<file path="config.mk">
export PLATFORM = sky130hd
export DESIGN_NAME = hex_display_scanner_flat
export DESIGN_NICKNAME = d
export VERILOG_FILES = /design/src/rtl/hex_display_scanner_if.sv /design/src/rtl/hex_display_scanner.sv /design/src/flat_wrapper.sv
export SDC_FILE = /design/constraint.sdc
export NUM_CORES = 1
export LEC_CHECK = 0
export CORE_ASPECT_RATIO = 0.5
export CORE_MARGIN = 10
export CORE_UTILIZATION = 54
export DETAILED_ROUTE_END_ITERATION = 6
export PLACE_DENSITY_LB_ADDON = 0.1
export SLEW_MARGIN = 10
export SYNTH_ARGS = -nofsm -noshare
export SYNTH_HDL_FRONTEND = slang
export SYNTH_SLANG_ARGS = --single-unit
</file>
<file path="constraint.sdc">
create_clock -name clk -period 2.6 [get_ports clk]
set_input_delay 0.52 -clock clk [delete_from_list [all_inputs] [get_ports clk]]
set_output_delay 0.52 -clock clk [all_outputs]
set_load 0.05 [all_outputs]
</file>
<file path="src/rtl/hex_display_scanner_if.sv">
// hex_display_scanner_if: value input and display outputs of the hex scanner
interface hex_display_scanner_if;
  logic [15:0] value;
  logic [3:0] an;
  logic [6:0] seg;
  logic frame;
  modport master(output value, input an, seg, frame);
  modport slave(input value, output an, seg, frame);
endinterface

</file>
<file path="src/rtl/hex_display_scanner.sv">
// hex_display_scanner: multiplexed 4-digit hex 7-segment scanner with frame-latched value
module hex_display_scanner #(
  parameter int DIV_WIDTH = 16,
  parameter int BLANK_CYCLES = 4,
  parameter int ACTIVE_LOW = 1,
  parameter int BLANK_LEADING = 0
)(
  input logic clk,
  input logic arst_n,
  hex_display_scanner_if.slave bus
);
  localparam logic [3:0] AN_OFF = ACTIVE_LOW != 0 ? 4'hF : 4'h0;
  localparam logic [6:0] SEG_OFF = ACTIVE_LOW != 0 ? 7'h7F : 7'h00;
  localparam logic [6:0] HEX [16] = '{7'h3F, 7'h06, 7'h5B, 7'h4F, 7'h66, 7'h6D, 7'h7D, 7'h07,
                                      7'h7F, 7'h6F, 7'h77, 7'h7C, 7'h39, 7'h5E, 7'h79, 7'h71};
  logic [DIV_WIDTH-1:0] pre;
  logic [1:0] idx;
  logic [15:0] snap;
  logic [3:0] nib, an_d;
  logic [6:0] seg_d;
  logic load, sup, lit;
  // Decode the current scan position into the next digit drive; the load cycle sees the old snapshot
  always_comb begin
    load = pre == '0 && idx == 2'd0;
    nib = snap[{idx, 2'b00} +: 4];
    sup = BLANK_LEADING != 0 && (idx == 2'd3 ? snap[15:12] == 4'h0 :
                                 idx == 2'd2 ? snap[15:8] == 8'h00 :
                                 idx == 2'd1 ? snap[15:4] == 12'h000 : 1'b0);
    lit = int'(pre) >= BLANK_CYCLES && !sup;
    an_d = (lit ? 4'b0001 << idx : 4'h0) ^ AN_OFF;
    seg_d = (lit ? HEX[nib] : 7'h00) ^ SEG_OFF;
  end
  // Prescaler, digit index, once-per-frame snapshot and registered display outputs
  always_ff @(posedge clk or negedge arst_n)
    if (!arst_n) begin
      pre <= '0;
      idx <= 2'd0;
      snap <= 16'h0000;
      bus.frame <= 1'b0;
      bus.an <= AN_OFF;
      bus.seg <= SEG_OFF;
    end else begin
      pre <= pre + 1'b1;
      if (&pre) idx <= idx + 2'd1;
      if (load) snap <= bus.value;
      bus.frame <= load;
      bus.an <= an_d;
      bus.seg <= seg_d;
    end
endmodule
</file>
<file path="src/flat_wrapper.sv">
// flat-port wrapper written by rule: the top's interface ports become plain ports
module hex_display_scanner_flat 
#(
  parameter int DIV_WIDTH = 16,
  parameter int BLANK_CYCLES = 4,
  parameter int ACTIVE_LOW = 1,
  parameter int BLANK_LEADING = 0
)
  (clk, arst_n, bus_value, bus_an, bus_seg, bus_frame);
  hex_display_scanner_if bus_i ();
  input logic clk;
  input logic arst_n;
  input wire logic [$bits(bus_i.value)-1:0] bus_value;
  output wire logic [$bits(bus_i.an)-1:0] bus_an;
  output wire logic [$bits(bus_i.seg)-1:0] bus_seg;
  output wire logic [$bits(bus_i.frame)-1:0] bus_frame;
  assign bus_i.value = bus_value;
  assign bus_an = bus_i.an;
  assign bus_seg = bus_i.seg;
  assign bus_frame = bus_i.frame;
  hex_display_scanner #(.DIV_WIDTH(DIV_WIDTH), .BLANK_CYCLES(BLANK_CYCLES), .ACTIVE_LOW(ACTIVE_LOW), .BLANK_LEADING(BLANK_LEADING)) u_core (.clk(clk), .arst_n(arst_n), .bus(bus_i));
endmodule
</file>
==> results of run 1 <==
-- power breakdown --
group	total (mW)	internal, mW	switching (mW)
sequential	0.753	0.744	0.00839
combinational	0.148	0.0655	0.0826
clock	0.513	0.283	0.230
-- routing by layer --
layer  global-route usage (%)  up-vias
li1                         -      640
met1                    14.19      690
met2                    20.46       39
met3                    4.339        0
met4                    1.471        0
met5                        0        -
-- through the flow --
| stage | area, um2 | power [mW] | worst slack, ns |
|---|---|---|---|
| final | 2592 | 1.414 | 0.4225 |
| after floorplan | 2141 | 0.8451 | 0.5447 |
| after global placement | 2484 | 0.9133 | 0.4437 |
| after detailed placement | 2484 | 0.9168 | 0.4326 |
| after global routing | 2592 | 1.479 | 0.3016 |
| after CTS | 2592 | 1.431 | 0.4176 |
-- layout make-up --
cell class	count	area (um2)
fillers	283	1271
flip-flops and latches	46	1165
multi-input cells	105	902.1
repair buffers	33	315.3
clock buffers	5	68.82
well taps	54	67.56
clock inverters	3	40.04
inverters	9	33.78
-- worst max-delay path by stage --
stage	depth (start not counted)	to	from
after global placement	6	u_core.bus.seg[3]	u_core.idx[0]
after global routing	6	u_core.bus.seg[3]	u_core.idx[0]
final	6	u_core.bus.seg[3]	u_core.idx[0]
after floorplan	7	u_core.bus.seg[3]	u_core.idx[0]
after detailed placement	6	u_core.bus.seg[3]	u_core.idx[0]
after CTS	6	u_core.bus.seg[3]	u_core.idx[0]
-- Yosys cell counts --
| cell | instances | area share, % |
|---|---|---|
| mux2i_1 | 1 | 0.47 |
| xor2_1 | 4 | 1.6 |
| nor2_1 | 5 | 0.88 |
| nand2_1 | 13 | 2.3 |
| buf_6 | 2 | 1.1 |
| a31oi_1 | 1 | 0.29 |
| o211ai_1 | 2 | 0.70 |
| o21ai_1 | 2 | 0.47 |
| buf_2 | 2 | 0.47 |
| a21oi_1 | 1 | 0.23 |
| or2_1 | 1 | 0.29 |
| xnor2_1 | 11 | 4.5 |
| dfstp_2 | 11 | 14 |
| and3_1 | 5 | 1.5 |
| nand4_1 | 4 | 1.2 |
| mux2_2 | 1 | 0.53 |
| dfrtp_1 | 35 | 41 |
| nand2b_1 | 2 | 0.58 |
| nand3_1 | 6 | 1.4 |
| nor3_1 | 3 | 0.70 |
| nor4_1 | 3 | 0.88 |
| o221ai_1 | 1 | 0.41 |
| o22ai_1 | 1 | 0.29 |
| mux4_2 | 5 | 5.3 |
| mux2_1 | 18 | 9.5 |
| ha_1 | 12 | 7.0 |
| and3b_1 | 1 | 0.41 |
| inv_1 | 9 | 1.6 |
| o311ai_1 | 1 | 0.41 |
| and4_1 | 1 | 0.41 |
| buf_4 | 1 | 0.35 |
-- sequential cells by signal (all words and copies together), names as in the netlist --
| register | cells |
|---|---|
| u_core.pre | 16 |
| u_core.snap | 16 |
| u_core.bus.seg | 7 |
| u_core.bus.an | 4 |
| u_core.idx | 2 |
| u_core.bus.frame | 1 |
-- worst max-delay path: cells and delay by family, from the launching register on --
kind                       cells  cell delay (ns)
muxes                          2             1.07
DFF                            1             0.43
adders and majority gates      1             0.15
buffers and inverters          2             0.20
and+or+nand+nor                1             0.26
-- cells by family (layout without fill, tap and decap cells) --
logic type,Yosys count,in the layout,share of synthesized area (%)
adder cells (fa/ha/maj),12,12,7.013
multiplexers,25,25,15.72
AND/OR/NAND/NOR,44,44,10.46
XOR/XNOR,15,15,6.136
buffers and inverters,14,50,3.448
AO/OA/AOI/OAI,9,9,2.805
flip-flops,46,46,54.41
==> results by group, run 1 <==
Worst setup path
  • Critical Path RT: 2.82 ns
  • Critical Path AT: 2.39 ns
  • Crit path max fanout: 5
  • Reg2reg start: u_core.idx[0]
  • Critical path, cell by cell: mux4_2 > inv_1 > ha_1 > inv_1 > mux4_2 > or2_1
  • Reg2Reg Setup Slack: 0.42 ns
  • Worst path max stage delay: 0.59 ns
  • Crit Path Class: flip-flop to flip-flop
  • Crit end category: flip-flop
  • FF-to-FF path depth: 6
  • RR Endpoint: u_core.bus.seg[3]
  • Critical-path top delay cell: mux4_2
  • Crit start category: flip-flop

GRT
  • Total track usage: 11.82%
  • Initial antenna violation count: 0
  • Pin count of the biggest net entering global routing: 19
  • Grt ovf: 0
  • Vias in the first global route: 1368
  • First-pass GRT wire length: 6630 um

STA
  • Max frequency: 0.4592 GHz
  • Final worst path period share: 83.75%
  • Hold WS: 0.1447 ns
  • Max Slew Vio Count: 0
  • Final Setup Violations: 0
  • Worst-margin pin slew: 0.5028 ns
  • Setup_tns: 0 ns
  • RSZ-0062 raised after global routing: false
  • Endpoints failing hold: 0
  • Slew headroom: 66.38%
  • Min Tclk post-route: 2.177 ns
  • Clock Skews: 0.004156 ns

Power and ir drop
  • Leakage: 1.138 nW
  • Worst VDD drop: 0.3226 mV
  • Pwr/cell area: 545.5 mW/mm2

Yosys
  • Flops & latches, synth: 46
  • Syn Inst Count: 165
  • Yosys cell types: 31
  • Ys Warns: 0
  • Post-Syn Area: 0.002141 mm2
  • Syn nets: 195
  • Register area share after synthesis: 54.41%
  • Mean post-synth cell area: 12.97 um2

Drt
  • Routed WL: 3978 um
  • DR iter-0 viols: 53
  • M1 wire length: 1665 um
  • Routed len/inst: 15.60 um
  • Met2 routed WL: 2034 um
  • Via-to-Cell Ratio: 5.369
  • Final ANT Viol Nets: 0
  • Met3 wire length: 278 um
  • First drt pass iteration count: 4
  • Top layer in use: met3
  • DR vias: 1369
  • DRC viols: 0

Flow run
  • Max Cap Viol: 0

Layout
  • Nets@finish: 230
  • Diode count: 0
  • Layout cells sized above 1: 14.93%
  • End-of-flow core utilization: 67.10%
  • Most frequent cells in the layout: dfrtp_1, clkdlybuf4s50_1, mux2_1
  • Non-Filler Instances: 255
  • Most common cell after layout, fill and taps aside: dfrtp_1
  • Synth-to-layout area growth: 21.10%

Clock tree
  • CTS Buf Count: 5
  • Setup bufs post-CTS: 0
  • Clk Latency, worst-skew pair: 0.29 ns
  • Clock Path Buffers: 2
  • Cts hold-fix bufs: 0
  • Depth of the CTS H-tree: 2
  • Clk slew on worst S/H paths: 0.08 ns
  • Clock Sinks: 46
  • CTS tree: built
  • Clk root buf: clkbuf_8
  • Post-cts resize count: 0

Floorplanning
  • Die span in x: 109.0 um
  • Total core area: 0.003864 mm2
  • Die H: 64.52 um
  • Initial Util: 55.41%
  • Die ar.: 0.007036 mm2
  • FP Rows: 16
  • I/O pin total: 30

Placed design
  • DP HPWL: 3033 um
  • Cells after DPL: 247
  • Port bufs: 29
  • GP Congestion: 0.8935

Hold path
  • Type of the worst min-delay path: primary input to async pin

Status
  • Status: finished clean
(Power assumes the default switching activity.)
==> run 2: changes to the inputs <==
--- a/config.mk
+++ b/config.mk
@@ -7,7 +7,7 @@
 export LEC_CHECK = 0
 export CORE_ASPECT_RATIO = 0.5
 export CORE_MARGIN = 10
-export CORE_UTILIZATION = 54
+export CORE_UTILIZATION = 48
 export DETAILED_ROUTE_END_ITERATION = 6
 export PLACE_DENSITY_LB_ADDON = 0.1
 export SLEW_MARGIN = 10
==> constraint.sdc (replaced) <==
create_clock -name clk -period 1.95 [get_ports clk]
set_input_delay 0.39 -clock clk [delete_from_list [all_inputs] [get_ports clk]]
set_output_delay 0.39 -clock clk [all_outputs]
set_load 0.05 [all_outputs]
==> run 2 against run 1 <==
  * The run now ends with setup timing left
  * Total power up 36%
  * Non-clock buffer count up 22
  * Sequential cell count unchanged
  * Combinational power up 49%
==> results by group, run 2 (synthesis gave the netlist of run 1 again) <==
Drt
  • Routed WL: 4442 um
  • First drt pass iteration count: 4
  • Via-to-Cell Ratio: 5.118
  • M1 wire length: 1972 um
  • Top layer in use: met4
  • Final ANT Viol Nets: 0
  • DR iter-0 viols: 43
  • Met2 routed WL: 2243 um
  • DR vias: 1433
  • Routed len/inst: 15.86 um
  • Met3 wire length: 199 um
  • DRC viols: 0

Worst setup path
  • Crit start category: flip-flop
  • Crit end category: flip-flop
  • Critical-path top delay cell: mux4_2
  • Critical Path AT: 2.25 ns
  • Reg2Reg Setup Slack: -0.07 ns
  • Most used cell along the critical path: mux4_2
  • Critical path, cell by cell: mux4_2 > inv_2 > buf_4 > ha_1 > mux4_2 > or2_1
  • CP Buf/Inv Count: 2
  • Crit path max-delay family: multiplexers
  • Critical Path RT: 2.18 ns
  • Crit Path Class: flip-flop to flip-flop
  • Worst path max stage delay: 0.46 ns
  • Crit path max fanout: 5
  • Reg2reg start: u_core.idx[0]
  • RR Endpoint: u_core.bus.seg[3]
  • FF-to-FF path depth: 6
  • Worst setup path startpoint: u_core.idx[0]

STA
  • Setup_tns: -0.06822 ns
  • Max Slew Vio Count: 0
  • Final setup slack of the worst path: -0.06822 ns
  • Hold WS: 0.1582 ns
  • Min Tclk post-route: 2.018 ns
  • Final worst path period share: 103.5%
  • Endpoints failing hold: 0
  • Slew headroom: 50.39%
  • Final Setup Violations: 1
  • Worst-margin pin slew: 0.7442 ns
  • Max frequency: 0.4955 GHz
  • RSZ-0062 raised after global routing: true
  • Clock Skews: 0.004823 ns

Clock tree
  • Clk root buf: clkbuf_8
  • Clock Sinks: 46
  • Clk slew on worst S/H paths: 0.09 ns
  • CTS Buf Count: 5
  • Depth of the CTS H-tree: 2
  • Clock Path Buffers: 2
  • Cts hold-fix bufs: 0
  • CTS tree: built
  • Clk Latency, worst-skew pair: 0.30 ns

Power and ir drop
  • Worst VDD drop: 0.2918 mV
  • Pwr/cell area: 691.0 mW/mm2
  • Leakage: 1.262 nW

Floorplanning
  • Die span in x: 114.4 um
  • Die ar.: 0.007694 mm2
  • FP Rows: 17
  • Initial Util: 49.10%
  • Total core area: 0.004360 mm2
  • I/O pin total: 30
  • Die H: 67.23 um

GRT
  • Initial antenna violation count: 0
  • First-pass GRT wire length: 7362 um
  • Grt ovf: 0
  • Total track usage: 11.79%
  • Vias in the first global route: 1483
  • Pin count of the biggest net entering global routing: 35

Status
  • Failing checks: setup timing
  • Status: finished, violations left

Placed design
  • Cells after DPL: 263
  • Placed instance area: 0.002575 mm2
  • DP HPWL: 3184 um
  • DP Worst Slack: -0.07620 ns
  • GP Congestion: 0.8660
  • Port bufs: 29

Layout
  • Most frequent cells in the layout: dfrtp_1, buf_4, mux2_1
  • Diode count: 0
  • Final Cell Area: 0.002790 mm2
  • Most common cell after layout, fill and taps aside: dfrtp_1
  • Largest registers: u_core.pre: 16 flops, u_core.snap: 16 flops, u_core.bus.seg: 7 flops
  • Nets@finish: 252
  • Non-Filler Instances: 280
  • Synth-to-layout area growth: 30.33%
  • Layout cells sized above 1: 32.74%

Hold path
  • Type of the worst min-delay path: primary input to async pin

Flow run
  • Max Cap Viol: 0
## run 2: cell types whose count changed in the layout (fill, tap and decap cells not counted), moves of 3 or more
cell	change
buf_4	+30
clkdlybuf4s50_1	-11
inv_1	-4
inv_2	+4
ha_1	-3
nor4_1	-3
nor4_2	+3
## run 2: through the flow
stage               power, mW  util [%]
floorplan               1.128         -
global placement        1.222     59.05
detailed placement      1.226     59.05
CTS                     1.938     62.84
global route            2.017     63.99
finish                  1.928     63.99
## run 2: how the worst max path moves through the flow
stage,endpoint,cells after the start,slack (ns)
after floorplan,u_core.bus.seg[3],7,-0.06
final,u_core.bus.seg[3],6,-0.07
after CTS,u_core.bus.seg[3],6,-0.05
after detailed placement,u_core.bus.seg[3],6,-0.08
after global routing,u_core.bus.seg[3],6,-0.14
after global placement,u_core.bus.seg[3],6,-0.02
## run 2: final cells by class
class	count	area, um2
clock buffer	5	68.82
clock inverter	3	40.04
fill	342	1570
inverter	9	33.78
multi-input combinational	105	938.4
sequential	46	1165
tap	57	71.32
timing repair buffer	55	473.0
## run 2: report_power, final
part	switching, mW	internal, mW
registers	0.0118	0.992
logic	0.117	0.104
clock network	0.325	0.378
total	0.454	1.47
## run 2: what timing repair did
| item | CTS | global route |
|---|---|---|
| setup endpoints to repair | 2 | 20 |
| setup buffers | 7 | 3 |
| resized for setup | 1 | 7 |
## run 2: metal layers
metal,GRT usage (%),vias up
met5,0,-
met4,2.795,0
met3,3.979,5
met2,20.08,19
met1,14.33,722
li1,-,687
## run 2: worst register-to-register path, delay by kind of cell, from the launching register on
family        cells  cell delay, ns
fa+ha+maj         1            0.21
buf+inv           2            0.21
flops             1            0.43
mux               2            0.89
simple gates      1            0.22
==> run 3: changes to the inputs <==
--- a/config.mk
+++ b/config.mk
@@ -9,8 +9,8 @@
 export CORE_MARGIN = 10
 export CORE_UTILIZATION = 48
 export DETAILED_ROUTE_END_ITERATION = 6
-export PLACE_DENSITY_LB_ADDON = 0.1
-export SLEW_MARGIN = 10
+export PLACE_DENSITY = 0.74
+export SLEW_MARGIN = 5
 export SYNTH_ARGS = -nofsm -noshare
 export SYNTH_HDL_FRONTEND = slang
 export SYNTH_SLANG_ARGS = --single-unit
==> run 3 against run 2 <==
  * The run still ends with setup timing left
  * Worst hold slack worse by 0.095 ns
  * Routed wire length down 9.2%
  * Sequential cell count unchanged
  * Die area unchanged
  * Register-to-register slack better by 0.06 ns
  * Core utilization down 1.3 points
  * Sequential share of layout area up 0.91 points
  * Critical path type unchanged
  * Critical endpoint unchanged
  * Highest routed layer unchanged
==> results by group, run 3 (synthesis gave the netlist of run 1 again) <==
Worst setup path
  • Most used cell along the critical path: mux4_2
  • Worst path max stage delay: 0.58 ns
  • Reg2Reg Setup Slack: -0.01 ns
  • Crit start category: flip-flop
  • Critical path, cell by cell: mux4_2 > inv_2 > ha_1 > inv_1 > mux4_2 > or2_1
  • RR Endpoint: u_core.bus.seg[3]
  • Crit Path Class: flip-flop to flip-flop
  • Critical Path RT: 2.18 ns
  • Critical Path AT: 2.19 ns
  • Crit end category: flip-flop
  • Critical-path top delay cell: mux4_2
  • FF-to-FF path depth: 6
  • Crit path max fanout: 5
  • Reg2reg start: u_core.idx[0]

Flow run
  • Max Cap Viol: 0

Drt
  • M1 wire length: 1691 um
  • DRC viols: 0
  • Met3 wire length: 163 um
  • Routed len/inst: 14.57 um
  • DR vias: 1414
  • Via-to-Cell Ratio: 5.105
  • Routed WL: 4035 um
  • DR iter-0 viols: 41
  • First drt pass iteration count: 5
  • Final ANT Viol Nets: 0
  • Top layer in use: met4
  • Met2 routed WL: 2163 um

Clock tree
  • Clock Sinks: 46
  • Clk Latency, worst-skew pair: 0.30 ns
  • CTS Buf Count: 5
  • Cts hold-fix bufs: 0
  • Clk root buf: clkbuf_8
  • Clock Path Buffers: 2
  • CTS tree: built
  • Clk slew on worst S/H paths: 0.09 ns
  • Depth of the CTS H-tree: 2

STA
  • Endpoints failing hold: 0
  • Final worst path period share: 100.5%
  • Clock Skews: 0.006616 ns
  • Final setup slack of the worst path: -0.01004 ns
  • Slew headroom: 65.08%
  • Max frequency: 0.5102 GHz
  • Worst-margin pin slew: 0.5238 ns
  • Min Tclk post-route: 1.960 ns
  • RSZ-0062 raised after global routing: true
  • Max Slew Vio Count: 0
  • Setup_tns: -0.01004 ns
  • Final Setup Violations: 1

GRT
  • Vias in the first global route: 1507
  • Grt ovf: 0
  • First-pass GRT wire length: 6775 um
  • Pin count of the biggest net entering global routing: 26
  • Total track usage: 10.85%
  • Initial antenna violation count: 0

Power and ir drop
  • Worst VDD drop: 0.2906 mV
  • Pwr/cell area: 648.4 mW/mm2
  • Tot Pwr: 1.773 mW
  • Leakage: 1.235 nW

Layout
  • Most frequent cells in the layout: dfrtp_1, buf_4, mux2_1
  • Layout cells sized above 1: 30.00%
  • Diode count: 0
  • Largest registers: u_core.pre: 16 flops, u_core.snap: 16 flops, u_core.bus.seg: 7 flops
  • Most common cell after layout, fill and taps aside: dfrtp_1
  • # fillers: 328
  • End-of-flow core utilization: 62.70%
  • Synth-to-layout area growth: 27.70%
  • Final Cell Area: 0.002734 mm2
  • Non-Filler Instances: 277
  • Nets@finish: 249

Placed design
  • DP HPWL: 3065 um
  • Cells after DPL: 264
  • GP Congestion: 0.8269
  • Placed instance area: 0.002595 mm2
  • Port bufs: 29

Status
  • Status: finished, violations left
  • Failing checks: setup timing

Floorplanning
  • I/O pin total: 30
  • Die H: 67.23 um
  • Die span in x: 114.4 um
  • Initial Util: 49.10%
  • FP Rows: 17
  • Total core area: 0.004360 mm2
  • Die ar.: 0.007694 mm2

Hold path
  • Type of the worst min-delay path: primary input to async pin
## run 3: cell types whose count changed in the layout (fill, tap and decap cells not counted), moves of 2 or more
cell   previous run  this run
inv_1             5         7
buf_4            34        32
inv_2             4         2
buf_6             2         0
## run 3: through the flow
step	hold WS [ns]	setup slack, ns
final	0.06353	-0.01004
after detailed placement	0.4007	-0.03791
after floorplan	0.09441	-0.06252
after global routing	0.09931	-0.08641
after CTS	0.07677	-0.05100
after global placement	0.3792	-0.001054
## run 3: repair_timing
action / 4_1_cts / 5_1_grt
resized for setup: 1 / 3
endpoints found under the setup margin: 18 / 20
setup buffers: 2 / 3
cloned: 0 / 0
## run 3: where the power goes
part / total (mW) / internal, mW / switching [mW]
sequential: 1.00 / 0.992 / 0.0110
clock: 0.560 / 0.247 / 0.313
combinational: 0.209 / 0.0976 / 0.112
## run 3: final cells by class
class / instances / area, um2 / share of cell area (%)
clock buffers: 6 / 72.57 / 2.654
clock inverters: 2 / 8.758 / 0.3204
inverters: 9 / 33.78 / 1.236
multi-input cells: 105 / 925.9 / 33.87
flip-flops and latches: 46 / 1166 / 42.65
well taps: 57 / 71.32 / 2.609
repair buffers: 52 / 455.4 / 16.66
## run 3: worst max path at each step
stage	depth (start not counted)	slack [ns]	to	startpoint
2_1_floorplan	7	-0.06	u_core.bus.seg[3]	u_core.idx[0]
3_3_place_gp	6	-0.001	u_core.bus.seg[3]	u_core.idx[0]
3_5_place_dp	6	-0.04	u_core.bus.seg[3]	u_core.idx[0]
4_1_cts	6	-0.05	u_core.bus.seg[3]	u_core.idx[0]
5_1_grt	6	-0.09	u_core.bus.seg[3]	u_core.idx[0]
6_report	6	-0.01	u_core.bus.seg[3]	u_core.idx[0]
## run 3: worst max-delay path, delay by kind of cell (launching register included)
kind,cells,cell delay [ns]
muxes,2,1.01
DFF,1,0.42
and+or+nand+nor,1,0.21
buffers and inverters,2,0.14
adders and majority gates,1,0.13
## run 3: routing by layer
metal | GRT usage (%) | up-vias
met4 | 4.193 | 0
met1 | 11.87 | 710
li1 | - | 682
met3 | 3.006 | 3
met5 | 0 | -
met2 | 20.01 | 19
==> edit (config.mk and constraints of run 3) <==
Reset style: synchronous (`arst_n`), changed in one clocked block.
--- a/src/rtl/hex_display_scanner.sv
+++ b/src/rtl/hex_display_scanner.sv
@@ -33,3 +33,3 @@
   // Prescaler, digit index, once-per-frame snapshot and registered display outputs
-  always_ff @(posedge clk or negedge arst_n)
+  always_ff @(posedge clk)
     if (!arst_n) begin
Behaviour: differs if arst_n is asserted again (counterexample within 4 cycles, from zero or initial values and one cycle with arst_n low); with arst_n held inactive, the same outputs for 10 cycles.
==> edit against run 3 <==
  * Combinational power grew 48%
  * Final cell count grew 18%
  * Final area decreased by 1.0%
  * Area after synthesis up 4.7%
  * Power increased by 14%
  * Worst setup slack gained 0.10 ns
  * Sequential cell count unchanged
  * Routed wire length up 18%
  * Critical path type unchanged
  * Critical endpoint is now u_core.bus.seg[5]
  * Highest routed layer unchanged
==> edit: results (changes against run 3) <==
DR pass1 iterations=4 (-1); GRT Total Usage=12.5% (+1.6 points); Reg clk slew, reported paths=0.09 ns (about the same); FF-to-FF Start=u_core.idx[0]; Worst VDD drop=0.406 mV (+40%); ranking of synthesized cells by area=dfxtp_1 41%, ha_1 6.7%, a21boi_0 6.4%, nand3_1 5.4%, o21ai_0 4.9%; status=completed; post-synthesis mux area share=6.58% (-9.1 points); Synth Area in XOR/XNOR=5.47% (-0.67 points); Post-DP HPWL=3530 um (+15%); share of layout cells above drive strength 1=11.1% (-19 points); clk_skew=0.00626 ns (-0.000358 ns); placer congestion estimate=0.774 (-6.4%); asr flop ratio synth=0% (-100 points); largest net degree at the start of global routing=35 (+35%); sequential area share after synthesis=41.1% (-13 points); slew of the pin with the lowest slew margin=0.505 ns (-0.0185 ns); Static Leak=1.03 nW (-16%); Mapped Nets=269 (+38%); placed cells=320 (+21%); Main synth FF type=dfxtp_1; met2 WL=2390 um (+10%); total wire length=4760 um (+18%); dpl cell area=2600 sq um (+0.19%); wire length on met1=2090 um (+24%); wire length per cell=14.5 um (-0.48%); nets@finish=300 (+20%); Yosys cell types=42 (+35%); first-pass GRT wire length=7930 um (+17%); met3 wire length=189 um (+16%); Commonest cells post-synth=46 x dfxtp_1, 24 x nand3_1, 22 x o21ai_0; Critical Path AT=2.04 ns (-0.15 ns); fin util=60.9% (-1.8 points); Synth Area per Inst=9.38 sq um (-28%); vias in the first global route=1704 (+13%); area share of fa/ha/maj cells after synthesis=6.70% (-0.32 points); DR vias/cell=5.41 (+6.1%); Initial DRC Count=74 (+80%); critical path peak fanout=6 (+1)
edit: cell types whose count changed in the layout (fill, tap and decap cells not counted), sizes merged, moves of 18 or more:
cell           run 3  this run
o21ai              2        25
a21boi             0        20
buf               35        10
mux2              19         1
dfrtp             35         0
nand3              6        24
dfxtp              0        46
edit: repair_timing:
item / CTS / global route
buffers inserted: 0 / 0
resized for setup: 1 / 2
setup endpoints to repair: 1 / 3
edit: power breakdown:
group | internal [mW] | switching, mW | total (mW)
Combinational | 0.144 | 0.166 | 0.310
Sequential | 0.983 | 0.0302 | 1.01
Clock | 0.384 | 0.312 | 0.696
Total | 1.51 | 0.508 | 2.02
edit: routing by layer:
| metal | track usage (%) | vias up |
|---|---|---|
| met2 | 22.4 | 28 |
| met1 | 13.6 | 838 |
| met4 | 6.57 | 0 |
| li1 | - | 903 |
| met5 | 0 | - |
| met3 | 3.32 | 7 |
edit: stage by stage:
step	hold slack [ns]	worst slack [ns]
after floorplan	0.432	0.0242
after global placement	0.442	0.0794
after detailed placement	0.463	0.00970
after CTS	0.484	0.0553
after global routing	0.504	0.0107
final	0.479	0.0943
edit: layout make-up:
type	instances	area, sq um
clock inverters	1	30.0
multi-input cells	170	1210
flip-flops and latches	46	922
clock buffers	7	76.3
repair buffers	39	365
inverters	8	30.0
well taps	57	71.3
fillers	368	1740
edit: worst register-to-register path: stages (launching register included):
cell	delay, ns
dfxtp_2	0.38
mux4_2	0.59
ha_1	0.28
nand2_4	0.09
o21ai_2	0.06
a221o_1	0.35
edit: path summary, 6_finish.rpt:
path                             to  slack [ns]  cells past startpoint
hold reg to reg       u_core.pre[0]        0.48                      1
hold / removal        u_core.pre[0]        0.48                      1
setup / recovery  u_core.bus.seg[5]        0.09                      5
setup reg to reg  u_core.bus.seg[5]        0.09                      5
